--- src/rtl/lancer_pkg.sv ---
// Shared types, active-low segment patterns and the binary-to-decimal
// helper for the roll display.
package lancer_pkg;

    typedef enum logic [1:0] {
        IDLE    = 2'd0,
        ROLLING = 2'd1,
        SHOW    = 2'd2
    } state_t;

    // Active-low patterns, bit 0 = segment a ... bit 6 = segment g.
    localparam logic [6:0] SEG_0     = 7'b1000000;
    localparam logic [6:0] SEG_1     = 7'b1111001;
    localparam logic [6:0] SEG_2     = 7'b0100100;
    localparam logic [6:0] SEG_3     = 7'b0110000;
    localparam logic [6:0] SEG_4     = 7'b0011001;
    localparam logic [6:0] SEG_5     = 7'b0010010;
    localparam logic [6:0] SEG_6     = 7'b0000010;
    localparam logic [6:0] SEG_7     = 7'b1111000;
    localparam logic [6:0] SEG_8     = 7'b0000000;
    localparam logic [6:0] SEG_9     = 7'b0010000;
    localparam logic [6:0] SEG_BLANK = 7'b1111111;
    localparam logic [6:0] SEG_DASH  = 7'b0111111;
    localparam logic [6:0] SEG_E     = 7'b0000110;

    typedef struct packed {
        logic [3:0] tens;
        logic [3:0] units;
        logic       err;
    } bcd_t;

    function automatic bcd_t bin2bcd(input logic [6:0] v);
        bcd_t r;
        r.tens  = 4'(v / 7'd10);
        r.units = 4'(v % 7'd10);
        r.err   = (v > 7'd99);
        return r;
    endfunction

    function automatic logic [6:0] seg_of_digit(input logic [3:0] d);
        logic [6:0] s;
        case (d)
            4'd0:    s = SEG_0;
            4'd1:    s = SEG_1;
            4'd2:    s = SEG_2;
            4'd3:    s = SEG_3;
            4'd4:    s = SEG_4;
            4'd5:    s = SEG_5;
            4'd6:    s = SEG_6;
            4'd7:    s = SEG_7;
            4'd8:    s = SEG_8;
            4'd9:    s = SEG_9;
            default: s = SEG_BLANK;
        endcase
        return s;
    endfunction

endpackage

--- src/rtl/lancer_affichage_anti_rebond.sv ---
// Roll button conditioning: 2-FF synchronizer, stable-level debouncer and
// a one-cycle pulse on each accepted rising edge.
module anti_rebond #(
    parameter int DEBOUNCE_CYCLES = 500000
) (
    input  logic clk,
    input  logic rst_n,
    input  logic i_btn,
    output logic o_press
);
    localparam int DB_W = (DEBOUNCE_CYCLES > 1) ? $clog2(DEBOUNCE_CYCLES) : 1;
    localparam logic [DB_W-1:0] DB_LAST = DB_W'(DEBOUNCE_CYCLES - 1);

    logic            r_sync0;
    logic            r_sync1;
    logic            r_db;
    logic            r_db_d;
    logic            r_press;
    logic [DB_W-1:0] r_cnt;

    // The count only advances while the synchronized level disagrees with
    // the accepted level; any agreement restarts the stability window.
    always_ff @(posedge clk or negedge rst_n) begin
        if (!rst_n) begin
            r_sync0 <= 1'b0;
            r_sync1 <= 1'b0;
            r_db    <= 1'b0;
            r_db_d  <= 1'b0;
            r_press <= 1'b0;
            r_cnt   <= '0;
        end else begin
            r_sync0 <= i_btn;
            r_sync1 <= r_sync0;
            if (r_sync1 != r_db) begin
                if (r_cnt == DB_LAST) begin
                    r_db  <= r_sync1;
                    r_cnt <= '0;
                end else begin
                    r_cnt <= r_cnt + DB_W'(1);
                end
            end else begin
                r_cnt <= '0;
            end
            r_db_d  <= r_db;
            r_press <= r_db & ~r_db_d;
        end
    end

    assign o_press = r_press;

endmodule

--- src/rtl/lancer_affichage.sv ---
// Dice roll controller: debounced press starts a timed rolling animation,
// then the captured value is held on a two-digit multiplexed display.
module lancer_affichage
    import lancer_pkg::*;
#(
    parameter int DEBOUNCE_CYCLES = 500000,
    parameter int ROLL_CYCLES     = 25000000,
    parameter int REFRESH_CYCLES  = 50000
) (
    input  logic       clk,
    input  logic       rst_n,
    input  logic [6:0] random,
    input  logic       btn_roll,
    output logic [6:0] seg,
    output logic [1:0] an,
    output logic       rolling,
    output logic [6:0] result,
    output logic       result_valid
);
    localparam int ROLL_W = (ROLL_CYCLES > 1) ? $clog2(ROLL_CYCLES) : 1;
    localparam int REF_W  = (REFRESH_CYCLES > 1) ? $clog2(REFRESH_CYCLES) : 1;
    localparam logic [ROLL_W-1:0] ROLL_LAST = ROLL_W'(ROLL_CYCLES - 1);
    localparam logic [REF_W-1:0]  REF_LAST  = REF_W'(REFRESH_CYCLES - 1);

    state_t             r_state;
    state_t             w_state_next;
    logic [ROLL_W-1:0]  r_roll_cnt;
    logic [REF_W-1:0]   r_refresh;
    logic [6:0]         r_result;
    logic               r_valid;
    logic               r_rolling;
    logic               r_sel;
    logic [1:0]         r_an;
    logic [6:0]         r_seg;
    logic               w_press;
    logic               w_roll_done;
    logic               w_refresh_wrap;
    logic               w_sel_next;
    logic [6:0]         w_value;
    bcd_t               w_bcd;
    logic [6:0]         w_seg;

    anti_rebond #(
        .DEBOUNCE_CYCLES(DEBOUNCE_CYCLES)
    ) u_anti_rebond (
        .clk    (clk),
        .rst_n  (rst_n),
        .i_btn  (btn_roll),
        .o_press(w_press)
    );

    always_comb begin
        w_state_next = r_state;
        w_roll_done  = (r_state == ROLLING) && (r_roll_cnt == ROLL_LAST);
        case (r_state)
            IDLE:    if (w_press) w_state_next = ROLLING;
            ROLLING: if (w_roll_done) w_state_next = SHOW;
            SHOW:    if (w_press) w_state_next = ROLLING;
            default: w_state_next = IDLE;
        endcase
    end

    // The digit select and its segment pattern are computed from the same
    // next-select value so both change on one edge.
    always_comb begin
        w_refresh_wrap = (r_refresh == REF_LAST);
        w_sel_next     = r_sel ^ w_refresh_wrap;
        w_value        = (r_state == SHOW) ? r_result : random;
        w_bcd          = bin2bcd(w_value);
        w_seg          = SEG_DASH;
        if (r_state == IDLE)
            w_seg = SEG_DASH;
        else if (w_bcd.err)
            w_seg = SEG_E;
        else if (w_sel_next)
            w_seg = (w_bcd.tens == 4'd0) ? SEG_BLANK : seg_of_digit(w_bcd.tens);
        else
            w_seg = seg_of_digit(w_bcd.units);
    end

    always_ff @(posedge clk or negedge rst_n) begin
        if (!rst_n) begin
            r_state    <= IDLE;
            r_roll_cnt <= '0;
            r_refresh  <= '0;
            r_result   <= '0;
            r_valid    <= 1'b0;
            r_rolling  <= 1'b0;
            r_sel      <= 1'b0;
            r_an       <= 2'b10;
            r_seg      <= SEG_DASH;
        end else begin
            r_state    <= w_state_next;
            r_rolling  <= (w_state_next == ROLLING);
            r_roll_cnt <= ((r_state == ROLLING) && !w_roll_done) ? r_roll_cnt + ROLL_W'(1) : '0;
            if (w_roll_done) begin
                r_result <= random;
                r_valid  <= 1'b1;
            end else if ((r_state == SHOW) && w_press) begin
                r_valid  <= 1'b0;
            end
            r_refresh  <= w_refresh_wrap ? '0 : r_refresh + REF_W'(1);
            r_sel      <= w_sel_next;
            r_an       <= w_sel_next ? 2'b01 : 2'b10;
            r_seg      <= w_seg;
        end
    end

    assign seg          = r_seg;
    assign an           = r_an;
    assign rolling      = r_rolling;
    assign result       = r_result;
    assign result_valid = r_valid;

endmodule

--- config.mk ---
export PLATFORM = sky130hd
export DESIGN_NAME = lancer_affichage
export DESIGN_NICKNAME = d
export VERILOG_FILES = /design/src/rtl/lancer_pkg.sv /design/src/rtl/lancer_affichage_anti_rebond.sv /design/src/rtl/lancer_affichage.sv
export SDC_FILE = /design/constraint.sdc
export NUM_CORES = 1
export LEC_CHECK = 0
export CAP_MARGIN = 30
export CORE_ASPECT_RATIO = 0.75
export CORE_UTILIZATION = 50
export DETAILED_ROUTE_END_ITERATION = 7
export GPL_ROUTABILITY_DRIVEN = 0
export PLACE_DENSITY = 0.69
export RECOVER_POWER = 25
export SYNTH_ARGS = -nofsm -noshare
export SYNTH_HDL_FRONTEND = slang
export SYNTH_SLANG_ARGS = --single-unit
--- constraint.sdc ---
create_clock -name clk -period 4.2 [get_ports clk]
set_input_delay 0.42 -clock clk [delete_from_list [all_inputs] [get_ports clk]]
set_output_delay 0.42 -clock clk [all_outputs]
set_load 0.02 [all_outputs]
==> impl_metrics.py <==
metrics = {
    "route": {
        "drt_iter0_drc": 335,
        "vias": 3601,
        "dr.pass1.iters": 4,
        "viasPerCell": 5.46,
        "ant_nets": 0,
        "drc": 0,
        "wl_per_cell_um": 14.1,
        "wl_mm": 9.31,
    },
    "power_and_ir_drop": {
        "p_leak_nw": 2.43,
        "p_per_area_nw_per_um2": 330,
        "total_power_mw": 1.84,
        "ir_worst_vdd_mv": 0.286,
    },
    "timing": {
        "max_slew_margin_pct": -8.21,
        "finalHoldViolCount": 0,
        "slew_viol_final": 70,
        "final.min_clock_period_ns": 3.97,
        "timing.fmax_ghz": 0.252,
        "period_share_pct": 94.4,
        "worst_slew_pin_slew_ns": 1.62,
        "setup_viol": 0,
        "fin_worst_skew_ns": 0.00857,
    },
    "status": {
        "violations": "max-capacitance violations, max-slew violations",
        "status": "complete, but fails checks",
    },
    "worst_setup_path": {
        "critPathCaptureType": "flip-flop",
        "r2r_slack_ns": 0.23,
        "critPathRequiredTime_ns": 4.46,
        "r2r_cells": 16,
        "crit_type": "flip-flop to flip-flop",
        "crit_path_start_kind": "flip-flop",
        "cp_max_fo": 15,
        "worstReg2RegEnd": "seg[1]",
        "reg2reg_from": "r_state[0]",
        "critPathArrivalTime_ns": 4.23,
        "crit_end": "seg[1]",
        "worstSetupStartpoint": "r_state[0]",
    },
    "grt": {
        "grt_pass1_vias": 3397,
        "grt_pass1_wl_mm": 16.1,
        "antenna_found_initial": 0,
        "overflow": 0,
        "grt_max_degree": 70,
        "grt_usage_pct": 20.8,
    },
    "die": {
        "die-width_um": 115,
        "io_pins": 28,
        "rows": 30,
        "die_h_um": 86.7,
        "initial_utilization_pct": 52.2,
        "dieArea_um2": 9960,
        "core_um2": 9160,
    },
    "job": {
        "cap_violations": 1,
    },
    "logic_synthesis": {
        "synthArstFlopShare_pct": 100,
        "synth_area_um2": 4780,
        "synth.distinct_cells": 68,
        "synth_cells": 489,
        "synth_area_per_cell_um2": 9.77,
        "yosys_register_bits": 85,
        "syn_nets": 514,
        "synth.yosys.seq_area_share_pct": 44.7,
        "synth_ff_type": "dfrtp_1",
        "synth_edf_count": 0,
        "yosysWarnings": 0,
    },
    "finish": {
        "nNetsFinal": 552,
        "area_growth_pct": 16.2,
        "layout-drive-gt1-share_pct": 11.5,
        "finalNonFillerCells": 660,
        "fin_area_um2": 5550,
        "post-route-util_pct": 60.6,
        "n_antenna_cell": 0,
    },
    "placed_design": {
        "io_buffers": 27,
        "post_dp_cell_area_um2": 5240,
        "dp.cells": 643,
        "dp_hpwl_mm": 6.61,
    },
    "clock_network": {
        "ctsLongestPathBuffers": 2,
        "cts_buffers": 9,
        "cts_setup_buffers": 0,
        "clk_pin_slew_worst_paths_ns": 0.06,
        "clock_latency_ns": 0.35,
        "clockRootBuffer": "clkbuf_16",
        "h-tree-depth": 3,
        "cts.sinks": 85,
        "cts_tree": "built",
    },
    "min_path": {
        "hold_class": "flip-flop to flip-flop",
    },
}
==> flip-flops by register name, summed over array words and instances (netlist names), 2 cells and up <==
name / count
r_state: 2
result: 7
seg: 7
an: 2
r_refresh: 16
u_anti_rebond.r_cnt: 19
r_roll_cnt: 25
==> layout by cell type (no fill, tap or decap), types with 15 or more instances in the layout <==
cell             count
and3_1              16
dfrtp_1             78
inv_1               21
xor2_1              37
xnor2_1             17
nor2_1              72
nand3_1             29
nand2_1             36
ha_1                15
clkdlybuf4s50_1     25
==> routing by layer <==
metal | share of wire (%) | track usage, %
met2 | 42 | 30.1
met5 | 0 | 0
met4 | 1.7 | 7.79
met1 | 52 | 30.4
met3 | 4.4 | 4.69
==> per-stage QoR <==
step	setup TNS, ns	hold WS, ns	setup slack [ns]
finish	0	0.358	0.233
global placement	0	0.344	0.216
floorplan	0	0.124	0.483
detailed placement	0	0.300	0.128
CTS	0	0.361	0.190
global route	-0.0209	0.368	-0.0129
==> what timing repair did <==
action | 4_1_cts | 5_1_grt
endpoints found under the hold margin | 9 | 0
setup endpoints to repair | 0 | 5
hold buffers | 1 | 0
resized for setup | 0 | 3
==> critical path: stages, from the launching register on <==
cell	delay, ns
dfrtp_1	0.49
nand2b_4	0.30
buf_4	0.23
a31oi_4	0.30
xnor2_1	0.13
nor3_2	0.23
nor3_4	0.07
ha_1	0.22
or4_1	0.55
nand2_1	0.15
a211oi_4	0.08
xor2_1	0.18
buf_4	0.18
ha_1	0.28
inv_1	0.04
a221oi_1	0.34
o21ai_1	0.10
==> area by class of cell <==
cell class	count	area, um^2
Tap cell	128	160
Fill cell	794	3600
Timing Repair Buffer	39	354
Clock buffer	10	239
Clock inverter	6	68.8
Multi-Input combinational cell	371	2520
Sequential cell	85	2140
Inverter	21	78.8
==> worst min-delay path by stage <==
stage,start,endpoint,slack (ns),cells after the start
after global placement,u_anti_rebond.r_sync0,u_anti_rebond.r_sync1,0.34,0
after floorplan,rst_n,an[0],0.12,0
after detailed placement,rst_n,r_refresh[15],0.30,1
final,u_anti_rebond.r_sync0,u_anti_rebond.r_sync1,0.36,0
after global routing,u_anti_rebond.r_sync0,u_anti_rebond.r_sync1,0.37,0
after CTS,u_anti_rebond.r_sync0,u_anti_rebond.r_sync1,0.36,0
==> cells by family (layout without fill, tap and decap cells) <==
kind of cell | count (synthesis) | in the layout | synth area share (%)
DFF | 85 | 85 | 44.7
and+or+nand+nor | 211 | 211 | 22.4
xor gates and xnor gates | 54 | 54 | 9.90
adders and majority gates | 15 | 15 | 3.93
muxes | 20 | 20 | 4.87
buffers and inverters | 33 | 76 | 3.09
AOI/OAI and AO/OA | 71 | 71 | 11.2
==> Yosys cell counts, types with 2 or more instances <==
cell      count  share of area (%)
o21ai_0      13                1.4
nor4bb_1      4               0.84
a32oi_1       2               0.37
nand3_1      29                3.0
nor4_1        2               0.26
mux2i_1       8                1.7
nor2b_1       5               0.65
ha_1         15                3.9
and4_1        2               0.37
nand2_1      36                2.8
clkbuf_1      7               0.55
buf_6         2               0.47
nand3b_1      2               0.31
or3_1         4               0.52
or4_1         4               0.63
o21a_1        3               0.47
nor2_1       72                5.7
o211ai_1      5               0.79
nand4_1       4               0.52
nand2b_1      2               0.26
dfrtp_1      78                 41
nor4b_1       4               0.73
a21oi_1      12                1.3
a31o_2        2               0.37
and2_1        3               0.39
xnor2_1      17                3.1
inv_1        21                1.6
mux2_2        9                2.1
o21ai_1       4               0.42
a211o_1       2               0.37
or2_2         2               0.26
xor2_1       37                6.8
and3_1       16                2.1
a31oi_1       4               0.52
buf_4         2               0.31
o221ai_1      2               0.37
o31ai_1       4               0.63
dfstp_2       7                3.8
nor3_1       13                1.4
==> power breakdown <==
| part | total [mW] | switching [mW] | internal (mW) |
|---|---|---|---|
| registers | 0.825 | 0.00267 | 0.822 |
| logic | 0.199 | 0.122 | 0.0764 |
| clock network | 0.812 | 0.331 | 0.481 |
| total | 1.84 | 0.456 | 1.38 |
Note: power is estimated with default switching activity, not from simulation.
